--- src/rtl/clear_seq_phase_gen.sv ---
// Clear-sequence phase generator: sends ISOLATE, CLEAR, POST_CLEAR and IDLE tokens
// downstream, waits for the far-side ack of each, and drives the local isolate/clear.
module clear_seq_phase_gen #(
   parameter int unsigned ClearCycles = 4,
   parameter int unsigned AckTimeout  = 1024
) (
   input  logic       clk_i,
   input  logic       rst_i,
   input  logic       clear_req_i,
   output logic [1:0] phase_o,
   output logic       phase_valid_o,
   input  logic       phase_ready_i,
   input  logic       phase_ack_i,
   output logic       isolate_o,
   output logic       clear_o,
   output logic       busy_o,
   output logic       done_o,
   output logic       timeout_o
);

   localparam logic [1:0]  PH_IDLE      = 2'd0;
   localparam logic [1:0]  PH_ISOLATE   = 2'd1;
   localparam logic [1:0]  PH_CLEAR     = 2'd2;
   localparam logic [1:0]  PH_POST      = 2'd3;
   localparam logic [7:0]  HOLD_LOAD    = 8'(ClearCycles);
   localparam logic [15:0] TIMEOUT_LAST = 16'(AckTimeout - 1);
   localparam logic [15:0] WAIT_MAX     = 16'hFFFF;

   typedef enum logic [3:0] {
      S_IDLE,
      S_SEND_ISO,
      S_WAIT_ISO,
      S_SEND_CLR,
      S_WAIT_CLR,
      S_HOLD,
      S_SEND_POST,
      S_WAIT_POST,
      S_SEND_IDLE,
      S_WAIT_IDLE
   } state_t;

   state_t      state_q;
   logic        pending_q;
   logic [7:0]  hold_cnt_q;
   logic [15:0] wait_cnt_q;
   logic        in_wait;

   function automatic state_t wait_of(input state_t s);
      case (s)
         S_SEND_ISO:  return S_WAIT_ISO;
         S_SEND_CLR:  return S_WAIT_CLR;
         S_SEND_POST: return S_WAIT_POST;
         S_SEND_IDLE: return S_WAIT_IDLE;
         default:     return S_IDLE;
      endcase
   endfunction

   assign in_wait = (state_q == S_WAIT_ISO)  || (state_q == S_WAIT_CLR) ||
                    (state_q == S_WAIT_POST) || (state_q == S_WAIT_IDLE);

   always_ff @(posedge clk_i) begin
      if (rst_i) begin
         state_q       <= S_IDLE;
         phase_o       <= PH_IDLE;
         phase_valid_o <= 1'b0;
         isolate_o     <= 1'b0;
         clear_o       <= 1'b0;
         busy_o        <= 1'b0;
         done_o        <= 1'b0;
         timeout_o     <= 1'b0;
         pending_q     <= 1'b0;
         hold_cnt_q    <= 8'd0;
         wait_cnt_q    <= 16'd0;
      end else begin
         done_o <= 1'b0;

         // Requests seen mid-sequence collapse into one follow-up sequence.
         if (state_q != S_IDLE && clear_req_i) begin
            pending_q <= 1'b1;
         end

         // The FSM keeps waiting after a timeout; the flag is only a sticky report.
         if (in_wait && !phase_ack_i) begin
            if (wait_cnt_q != WAIT_MAX) begin
               wait_cnt_q <= wait_cnt_q + 16'd1;
            end
            if (wait_cnt_q == TIMEOUT_LAST) begin
               timeout_o <= 1'b1;
            end
         end

         case (state_q)
            S_IDLE: begin
               if (clear_req_i || pending_q) begin
                  state_q       <= S_SEND_ISO;
                  pending_q     <= 1'b0;
                  busy_o        <= 1'b1;
                  phase_o       <= PH_ISOLATE;
                  phase_valid_o <= 1'b1;
               end
            end
            S_SEND_ISO, S_SEND_CLR, S_SEND_POST, S_SEND_IDLE: begin
               if (phase_valid_o && phase_ready_i) begin
                  phase_valid_o <= 1'b0;
                  wait_cnt_q    <= 16'd0;
                  state_q       <= wait_of(state_q);
               end
            end
            S_WAIT_ISO: begin
               if (phase_ack_i) begin
                  isolate_o     <= 1'b1;
                  state_q       <= S_SEND_CLR;
                  phase_o       <= PH_CLEAR;
                  phase_valid_o <= 1'b1;
               end
            end
            S_WAIT_CLR: begin
               if (phase_ack_i) begin
                  clear_o    <= 1'b1;
                  hold_cnt_q <= HOLD_LOAD;
                  state_q    <= S_HOLD;
               end
            end
            S_HOLD: begin
               if (hold_cnt_q <= 8'd1) begin
                  clear_o       <= 1'b0;
                  hold_cnt_q    <= 8'd0;
                  state_q       <= S_SEND_POST;
                  phase_o       <= PH_POST;
                  phase_valid_o <= 1'b1;
               end else begin
                  hold_cnt_q <= hold_cnt_q - 8'd1;
               end
            end
            S_WAIT_POST: begin
               if (phase_ack_i) begin
                  isolate_o     <= 1'b0;
                  state_q       <= S_SEND_IDLE;
                  phase_o       <= PH_IDLE;
                  phase_valid_o <= 1'b1;
               end
            end
            S_WAIT_IDLE: begin
               if (phase_ack_i) begin
                  state_q <= S_IDLE;
                  busy_o  <= 1'b0;
                  done_o  <= 1'b1;
               end
            end
            default: begin
               state_q       <= S_IDLE;
               phase_valid_o <= 1'b0;
               busy_o        <= 1'b0;
            end
         endcase
      end
   end

endmodule
--- config.mk ---
export PLATFORM = sky130hd
export DESIGN_NAME = clear_seq_phase_gen
export DESIGN_NICKNAME = d
export VERILOG_FILES = /design/src/rtl/clear_seq_phase_gen.sv
export SDC_FILE = /design/constraint.sdc
export NUM_CORES = 1
export LEC_CHECK = 0
export ABC_AREA = 1
export BUFFER_PORTS_ARGS = -buffer_cell sky130_fd_sc_hd__buf_2
export CORE_MARGIN = 1
export CORE_UTILIZATION = 50
export DETAILED_ROUTE_END_ITERATION = 7
export PLACE_DENSITY = 0.68
export SETUP_SLACK_MARGIN = 0.4
export SYNTH_ARGS = -nofsm -noshare
export SYNTH_HDL_FRONTEND = slang
export SYNTH_SLANG_ARGS = --single-unit
--- constraint.sdc ---
create_clock -name clk_i -period 4.3 [get_ports clk_i]
set_input_delay 0.43 -clock clk_i [delete_from_list [all_inputs] [get_ports clk_i]]
set_output_delay 0.43 -clock clk_i [all_outputs]
set_load 0.01 [all_outputs]
==> results of run 1 <==
## cell families after synthesis
logic type | Yosys count | share of synthesized area [%]
flops | 37 | 34.7
xor+xnor | 9 | 3.69
buf+inv | 49 | 9.08
fa+ha+maj | 3 | 1.76
simple gates | 174 | 36.6
compound gates | 52 | 14.2
## metal layers
layer	part of all wire (%)	GRT usage [%]	wire (um)	vias to the layer above
li1	-	-	-	1057
met1	51	31.7	2320	884
met2	43	33.0	1930	41
met3	4.5	4.05	204	6
met4	1.2	8.24	52	0
met5	0	0	0	-
## final cells by class
type	count	area share, %
Multi-Input combinational cell	238	51.2
Sequential cell	37	31.6
Clock buffer	7	3.68
Clock inverter	1	1.28
Timing Repair Buffer	12	2.56
Inverter	44	7.04
Tap cell	50	2.67
## worst min-delay path, cell delays in order
cell and delay (ps):
buf_2 90, o211ai_1 80, inv_1 50
## how the worst max path moves through the flow
stage / end / slack [ps] / depth (start not counted)
CTS: wait_cnt_q[10] / 2480 / 11
finish: state_q[1] / 2470 / 10
detailed placement: state_q[1] / 2500 / 10
global placement: state_q[1] / 2500 / 9
floorplan: wait_cnt_q[9] / 2830 / 12
global route: state_q[2] / 2250 / 10
## stage by stage
stage	util, %	hold WS [ps]	instance area, um^2
5_1_grt	57.8	433	2350
2_1_floorplan	-	447	2140
3_5_place_dp	54.9	443	2230
3_3_place_gp	54.9	438	2230
6_report	57.8	392	2350
4_1_cts	57.8	388	2350
## power groups by stage
stage               registers [mW]  clock network [mW]  logic [mW]
floorplan                    0.459                   0       0.401
global placement             0.459                   0       0.493
detailed placement           0.460                   0       0.498
CTS                          0.452               0.321       0.503
global route                 0.462               0.335       0.579
finish                       0.453               0.318       0.501
## cell usage in the layout (no fill, tap or decap)
master	instances
o22ai_1	1
nor4_1	1
bufinv_16	1
o21ai_2	1
inv_1	41
nand2_1	71
nor3b_2	1
nor2_4	2
o211ai_1	1
a21o_1	1
nor2_1	48
inv_2	3
and2_1	1
a21oi_1	21
nor2_2	6
ha_1	3
o21bai_1	1
nand3_1	19
a21oi_4	1
clkbuf_1	1
xor2_1	3
xnor2_1	6
buf_2	12
clkbuf_8	6
nor3_1	5
o21bai_2	2
o221a_2	1
nand4_1	8
or2_0	1
dfxtp_1	37
o21ai_0	22
nand2_4	1
nand2_2	10
## registers in the layout, summed over array words and instances, names as in the netlist, 2 cells and up
name	flops
hold_cnt_q	8
phase_o	2
state_q	4
wait_cnt_q	16
==> impl_results.md, run 1 <==
* Status: complete, no violations
* Number of synthesized flops with an enable pin at 0
* Num rows at 23
* Mean Syn Cell Area at 6.59 um^2
* Root Driver: clkbuf_8
* Pins over their slew limit at 0
* Hold Vio Cnt, Final at 0
* HP Class: in2reg
* Synthesis Warnings at 0
* Post-synth ARST share at 0%
* LEAKAGE at 1.07 nW
* DPL Wire Length at ~3.3 mm
* Setup bufs post-CTS at 0
* Fin nets at between 300 and 400
* Vias per std cell at between 5 and 6
* Layout area overhead at 9.84%
* Yosys cell types at 32
* Period utilization at between 40% and 50%
* Die X at around 67 um
* Starting Density at a little over half
* #FFs+latches synth at 37
* Clock sink total at 37
* CP top delay family: simple AND/OR/NAND/NOR gates
* ANT nets after route at 0
* Average wire per standard cell at 11.6 um
* Count leader, synth: nand2_1
* CP most frequent cell: nand2_2
* Post-place setup slack at ~2500 ps
* Later-pin clock latency in the skew report at 290 ps
* Total grt overflow at 0
* Crit path DAT at around 2000 ps
* Main area contributors after synthesis: dfxtp_1 (35%), nand2_1 (12%), nor2_1 (8.4%), inv_1 (7.2%), o21ai_0 (5.2%)
* I/O Pins at 13
* Clock Power Share at roughly 25%
* Required time worst endpoint at approximately 4500 ps
* First-pass GRT wire length at 7.63 mm
* Multi-input gate area at approximately 1200 um^2
* Final clock skew at 10.3 ps
* Synth Flop Type: dfxtp_1
* First drt pass iteration count at 4
* Largest net degree at the start of global routing at 16
* Core footprint at 4060 um^2
* RSZ-0062 raised after global routing: no
* Sw Share at between 40% and 50%
* Final worst setup slack at 2470 ps
* TritonCTS clock tree: built
* Number of max-cap violations at 0
* Pint at approximately 760 uW
* Syn Nets at 332
* R2R Path Start: state_q[3]
* GRT Overall Usage at 22.2%
* CP bufs+invs at 1
* CTS buffer count at 5
* Worst-Margin Slew at 621 ps
* # setup viols final at 0
* Vias in the first global route at 1722
* # resized after CTS at 0
* Hold depth at 3
* Via Count at 1988
* Max IR drop VDD at 0.000357 V
* Fin cells at approximately 400
* Critical path origin: state_q[3]
* Post-synthesis instance total at between 300 and 400
* Reg area at roughly 740 um^2
* CTS Hold Bufs at 0
* R2R cell count at 10
* Most instantiated cells after synthesis: nand2_1 (71), nor2_1 (48), inv_1 (41), dfxtp_1 (37), o21ai_0 (22)
* Crit-path max FO at 15
* CP max-delay cell: dfxtp_1
* Endpoint class of the critical path: flip-flop
* Synth Cell Area at between 2000 and 2500 um^2
* # fillers at 415
* Slew margin rel. at 58.3%
* Share of cells above drive strength 1 at 13.9%
* Sw power at 512 uW
* Initial antenna violation count at 0
* Reg2Reg Setup Slack at 2470 ps
* Gate power share at about 40%
* Antenna cells at 0
* Critical-path cell list: nor2_2, nand2_2, nand2_2, nand2_2, nand2_4, inv_1, nand3_1, nand2_1, nand2_1, nor2_1
* Startpoint class of the critical path: flip-flop
* HP Start: clear_req_i
* Fmax at about 550 MHz
* Pwr Density at ~540 nW/um^2
* Reg power frac at 35.6%
* Area leader, netlist: dfxtp_1
* Slowest stage delay, CP at approximately 480 ps
* Pwr Total at roughly 1.3 mW
* Clock tree buffer depth at 2
* Setup_tns at 0 ps
* Number of H-tree levels at 2
* PortBufs at 12
* WHS Endpoint: pending_q
* GPL Wtd Cong at between 0.8 and 0.9
* WL final at 4.51 mm
* Die Span Y at slightly below 70 um
* First-iteration detailed-routing DRC count at a little under 90
* Seq/Total Area, Yosys at between 30% and 40%
* Residual DRC at 0
* Die area at between 4000 and 5000 um^2
* Crit Reg-Reg Endpoint: state_q[1]
* Crit path time final at 1830 ps
* Crit path kind: reg2reg
* Placed cells at around 380
* Top cell type's share of synthesized area at about a third
* Clock-pin slew on the worst setup and hold paths at about 70 ps
No activity file was read; power rests on OpenSTA's default activity.
==> inputs of run 2 (changes only) <==
PLACE_DENSITY = 0.7   (was 0.68)
clock period = 1.6 ns   (was 4.3 ns; I/O delays follow)
==> run 2 against run 1 <==
Global-route usage grew 3.9 points. Die area unchanged. Clock skew up 5.9 ps. Fmax rose by 16%. Largest cell class unchanged. Largest power group unchanged. Highest routed layer unchanged.
==> impl_results.md, run 2 (same netlist as run 1, synthesis figures left out) <==
* Status: complete, no violations
* Residual DRC at 0
* Worst-Margin Slew at approximately 480 ps
* Most common cell after layout, fill and taps aside: nand2_1
* Commonest non-fill, non-tap cells in the layout: nand2_1 (55), nor2_1 (35), buf_4 (34)
* Die X at approximately 67 um
* Required time worst endpoint at 1820 ps
* Number of max-cap violations at 0
* Biggest regs: wait_cnt_q: 16 flops, hold_cnt_q: 8 flops, state_q: 4 flops
* Final instance area at approximately 3200 um^2
* CTS buffer count at 5
* Initial antenna violation count at 0
* Vias per std cell at 5.57
* DPL Wire Length at ~3.3 mm
* Fmax at between 600 and 700 MHz
* Period utilization at 99.0%
* I/O Pins at 13
* RSZ-0062 raised after global routing: yes
* Crit path kind: reg2reg
* TritonCTS clock tree: built
* # setup viols final at 0
* First-iteration detailed-routing DRC count at about 160
* Final clock skew at between 15 and 20 ps
* HP Class: in2reg
* Clock-pin slew on the worst setup and hold paths at roughly 90 ps
* Hold Vio Cnt, Final at 0
* DP Area at roughly 2400 um^2
* PortBufs at 12
* GPL Wtd Cong at around 0.82
* Pwr Total at about 4.6 mW
* Via Count at around 2400
* Layout area overhead at 51.6%
* Largest register FFs at 16
* Later-pin clock latency in the skew report at 300 ps
* Die area at 4540 um^2
* Average wire per standard cell at between 15 and 20 um
* Crit-path max FO at 4
* Fin nets at around 390
* Clock sink total at 37
* GRT Overall Usage at approximately a quarter
* Crit path time final at roughly 1600 ps
* Setup_tns at 0 ps
* Total grt overflow at 0
* ANT nets after route at 0
* Pins over their slew limit at 0
* First drt pass iteration count at 5
* Pwr Density at between 1000 and 1500 nW/um^2
* WL final at approximately 6.5 mm
* Root Driver: clkbuf_8
* First-pass GRT wire length at just under 9 mm
* Crit path DAT at ~1800 ps
* Antenna cells at 0
* Number of H-tree levels at 2
* Clock tree buffer depth at 2
* Endpoint class of the critical path: flip-flop
* Starting Density at between 50 and 60%
* Core footprint at 4060 um^2
* Slew margin rel. at between 60% and 70%
* Num rows at 23
* Largest net degree at the start of global routing at 14
* Die Span Y at just under 70 um
* Final Core Density at between 70% and 80%
* Largest Register: wait_cnt_q
* Startpoint class of the critical path: flip-flop
* LEAKAGE at about 1.5 nW
* Share of cells above drive strength 1 at a little under half
* Max IR drop VDD at just under 0.0009 V
* Vias in the first global route at roughly 2000
* CTS Hold Bufs at 0
[run 2: changes by cell type in the layout (fill, tap and decap cells not counted), moves of 11 or more]
cell     previous run  this run
nor2_1             48        35
inv_1              41        30
nand2_1            71        55
buf_4               0        34
o21ai_0            22         8
nor2_4              2        13
[run 2: area by class of cell]
class	instances	area, um^2
Timing Repair Buffer	56	449
Tap cell	50	62.6
Clock inverter	2	35.0
Inverter	44	190
Multi-Input combinational cell	239	1640
Clock buffer	6	93.8
Fill cell	225	820
Sequential cell	37	768
[run 2: worst paths after layout]
kind	from	endpoint	slack (ps)	depth (start not counted)
max	hold_cnt_q[1]	state_q[1]	20	12
min	clear_req_i	pending_q	100	3
max reg2reg	hold_cnt_q[1]	state_q[1]	20	12
min reg2reg	timeout_o	timeout_o	460	2
[run 2: critical path: stages (launching register included)]
cell and delay, ps:
dfxtp_2 340, inv_4 90, ha_4 140, inv_2 40, nand2_2 60, nand2_2 60, nor2_4 160, nor2_4 60
nor2_4 190, nand3_4 110, nand2_1 80, nand2_1 60, nor2_1 140
[run 2: per-stage QoR]
| step | std cells | hold slack, ps | setup WS [ps] |
|---|---|---|---|
| global route | 434 | 111 | -79.2 |
| CTS | 416 | 97.8 | 110 |
| global placement | 385 | 408 | 3.21 |
| finish | 434 | 96.9 | 15.9 |
| floorplan | 324 | 293 | 196 |
| detailed placement | 385 | 408 | -18.4 |
[run 2: repair_timing]
action / CTS / global route
setup endpoints to repair: 34 / 35
buffers inserted: 22 / 18
pin swaps: 24 / 32
gates resized for setup: 44 / 70
gates cloned: 1 / 0
[run 2: power breakdown]
group | leakage, nW | switching, mW | internal, mW
Clock | 0.0663 | 0.374 | 0.557
Combinational | 1.08 | 1.37 | 1.01
Sequential | 0.307 | 0.191 | 1.10
Total | 1.46 | 1.94 | 2.67
[run 2: per-layer routing]
metal | track usage [%] | up-vias | wire length (um)
met1 | 35.0 | 1150 | 2790
met2 | 42.1 | 86 | 3220
met3 | 4.22 | 22 | 343
met4 | 9.04 | 0 | 172
li1 | - | 1159 | -
met5 | 0 | - | 0
==> inputs of run 3 (changes only) <==
PLACE_DENSITY = 0.78   (was 0.7)
==> run 3 against run 2 <==
Fmax rose by 0.46%. Cell area is 4.3% lower. Final cell count down 1.8%. Setup slack improved by 7.2 ps. Combinational power shrank 6%. Largest cell class unchanged. Sequential share of layout area rose by 1.3 points. First-iteration DRC count is 34% higher. Utilization down 3.5 points. Total power is 3.5% lower. Largest power group unchanged. Hold slack got worse by 1.0 ps. Die area stayed put. Routed wire length rose by 0.81%.
==> impl_results.md, run 3 (same netlist as run 1, synthesis figures left out) <==
* Core footprint at just over 4000 um^2
* Clock sink total at 37
* Initial antenna violation count at 0
* WHS Endpoint: pending_q
* Die area at 4540 um^2
* RSZ-0062 raised after global routing: yes
* Crit path kind: reg2reg
* Pins over their slew limit at 0
* Final clock skew at approximately 18 ps
* GPL Wtd Cong at 0.866
* Most common cell after layout, fill and taps aside: nand2_1
* Hold WS at 95.8 ps
* Average wire per standard cell at 15.4 um
* DP Area at ~2400 um^2
* First-pass GRT wire length at roughly 9.0 mm
* Worst-Margin Slew at about 440 ps
* Final instance area at 3100 um^2
* Total grt overflow at 0
* Hold Vio Cnt, Final at 0
* I/O Pins at 13
* Die Span Y at 67.4 um
* Residual DRC at 0
* Layout area overhead at 45.0%
* Placed cells at between 300 and 400
* Antenna cells at 0
* Startpoint class of the critical path: flip-flop
* Status: complete, no violations
* Share of cells above drive strength 1 at 41.5%
* Biggest regs: wait_cnt_q: 16 flops, hold_cnt_q: 8 flops, state_q: 4 flops
* LEAKAGE at between 1 and 1.5 nW
* Later-pin clock latency in the skew report at 310 ps
* WL final at around 6.6 mm
* R2R Path Start: hold_cnt_q[0]
* Crit-path max FO at 4
* Required time worst endpoint at around 1800 ps
* Starting Density at roughly 53%
* Largest register FFs at 16
* Slew margin rel. at a little over two thirds
* Fmax at about 630 MHz
* First drt pass iteration count at 4
* Vias per std cell at between 5 and 6
* Crit Reg-Reg Endpoint: state_q[1]
* Number of max-cap violations at 0
* DPL Wire Length at ~3.3 mm
* ANT nets after route at 0
* Num rows at 23
* Via Count at ~2400
* Commonest non-fill, non-tap cells in the layout: nand2_1 (59), nor2_1 (35), inv_1 (30)
* HP Start: clear_req_i
* Fin cells at ~430
* Fin nets at 383
* First-iteration detailed-routing DRC count at approximately 220
* Root Driver: clkbuf_8
* TritonCTS clock tree: built
* Hold depth at 3
* Largest net degree at the start of global routing at 14
* Crit path time final at around 1600 ps
* CTS buffer count at 5
* HP Class: in2reg
* # setup viols final at 0
* R2R cell count at 12
* Max IR drop VDD at ~0.0011 V
* Crit path DAT at between 1500 and 2000 ps
* GRT Overall Usage at 26.7%
* CTS Hold Bufs at 0
* Die X at approximately 67 um
* Period utilization at between 90% and 100%
* PortBufs at 12
* Clock tree buffer depth at 2
* Pwr Density at 1430 nW/um^2
* Vias in the first global route at between 1500 and 2000
* Clock-pin slew on the worst setup and hold paths at about 90 ps
* Largest Register: wait_cnt_q
* Endpoint class of the critical path: flip-flop
* Reg2Reg Setup Slack at 20 ps
* Number of H-tree levels at 2
-- run 3: worst max path at each step --
| stage | startpoint | end | slack [ps] | cells after the start |
|---|---|---|---|---|
| 3_3_place_gp | wait_cnt_q[5] | wait_cnt_q[10] | 70 | 10 |
| 3_5_place_dp | hold_cnt_q[0] | state_q[3] | 40 | 12 |
| 5_1_grt | hold_cnt_q[4] | phase_valid_o | -60 | 11 |
| 4_1_cts | state_q[2] | wait_cnt_q[0] | 160 | 9 |
| 2_1_floorplan | hold_cnt_q[0] | state_q[3] | 200 | 12 |
| 6_report | hold_cnt_q[0] | state_q[1] | 20 | 12 |
-- run 3: stage by stage --
| step | setup slack, ps | setup TNS, ps | power, mW | utilization, % |
|---|---|---|---|---|
| after floorplan | 196 | 0 | 2.41 | - |
| after global placement | 70.8 | 0 | 2.66 | 58.6 |
| after detailed placement | 43.8 | 0 | 2.69 | 58.6 |
| after CTS | 160 | 0 | 3.98 | 69.8 |
| after global routing | -57.7 | -137 | 4.67 | 76.3 |
| final | 23.1 | 0 | 4.44 | 76.3 |
-- run 3: final cells by class --
class | count | area (um^2)
clock inverters | 2 | 35.0
multi-input cells | 239 | 1570
repair buffers | 48 | 385
fillers | 243 | 960
clock buffers | 6 | 93.8
inverters | 44 | 178
well taps | 50 | 62.6
flip-flops and latches | 37 | 774
-- run 3: power by group --
| group | total [mW] | leakage (nW) | internal, mW | switching [mW] |
|---|---|---|---|---|
| clock network | 0.927 | 0.0663 | 0.557 | 0.370 |
| registers | 1.29 | 0.309 | 1.10 | 0.187 |
| logic | 2.23 | 1.03 | 0.891 | 1.34 |
| total | 4.44 | 1.40 | 2.55 | 1.90 |
-- run 3: critical path, cell delays in order (launching register included) --
cell and delay (ps):
dfxtp_4 370, inv_4 60, ha_4 180, inv_2 50, nand2_2 50, nand2_2 60
nor2_4 130, nor2_4 70, nor2_4 160, nand3_2 140, nand2_1 100, nand2_1 50
nor2_1 80
-- run 3: per-layer routing --
| layer | part of all wire [%] | GRT usage [%] |
|---|---|---|
| met5 | 0 | 0 |
| met4 | 2.6 | 9.84 |
| met3 | 5.4 | 5.91 |
| met2 | 50 | 43.9 |
| met1 | 42 | 33.8 |
-- run 3: what timing repair did --
action,4_1_cts,5_1_grt
resized for setup,49,48
gates cloned,1,0
setup buffers,19,13
setup endpoints to repair,34,35
pin swaps,18,35
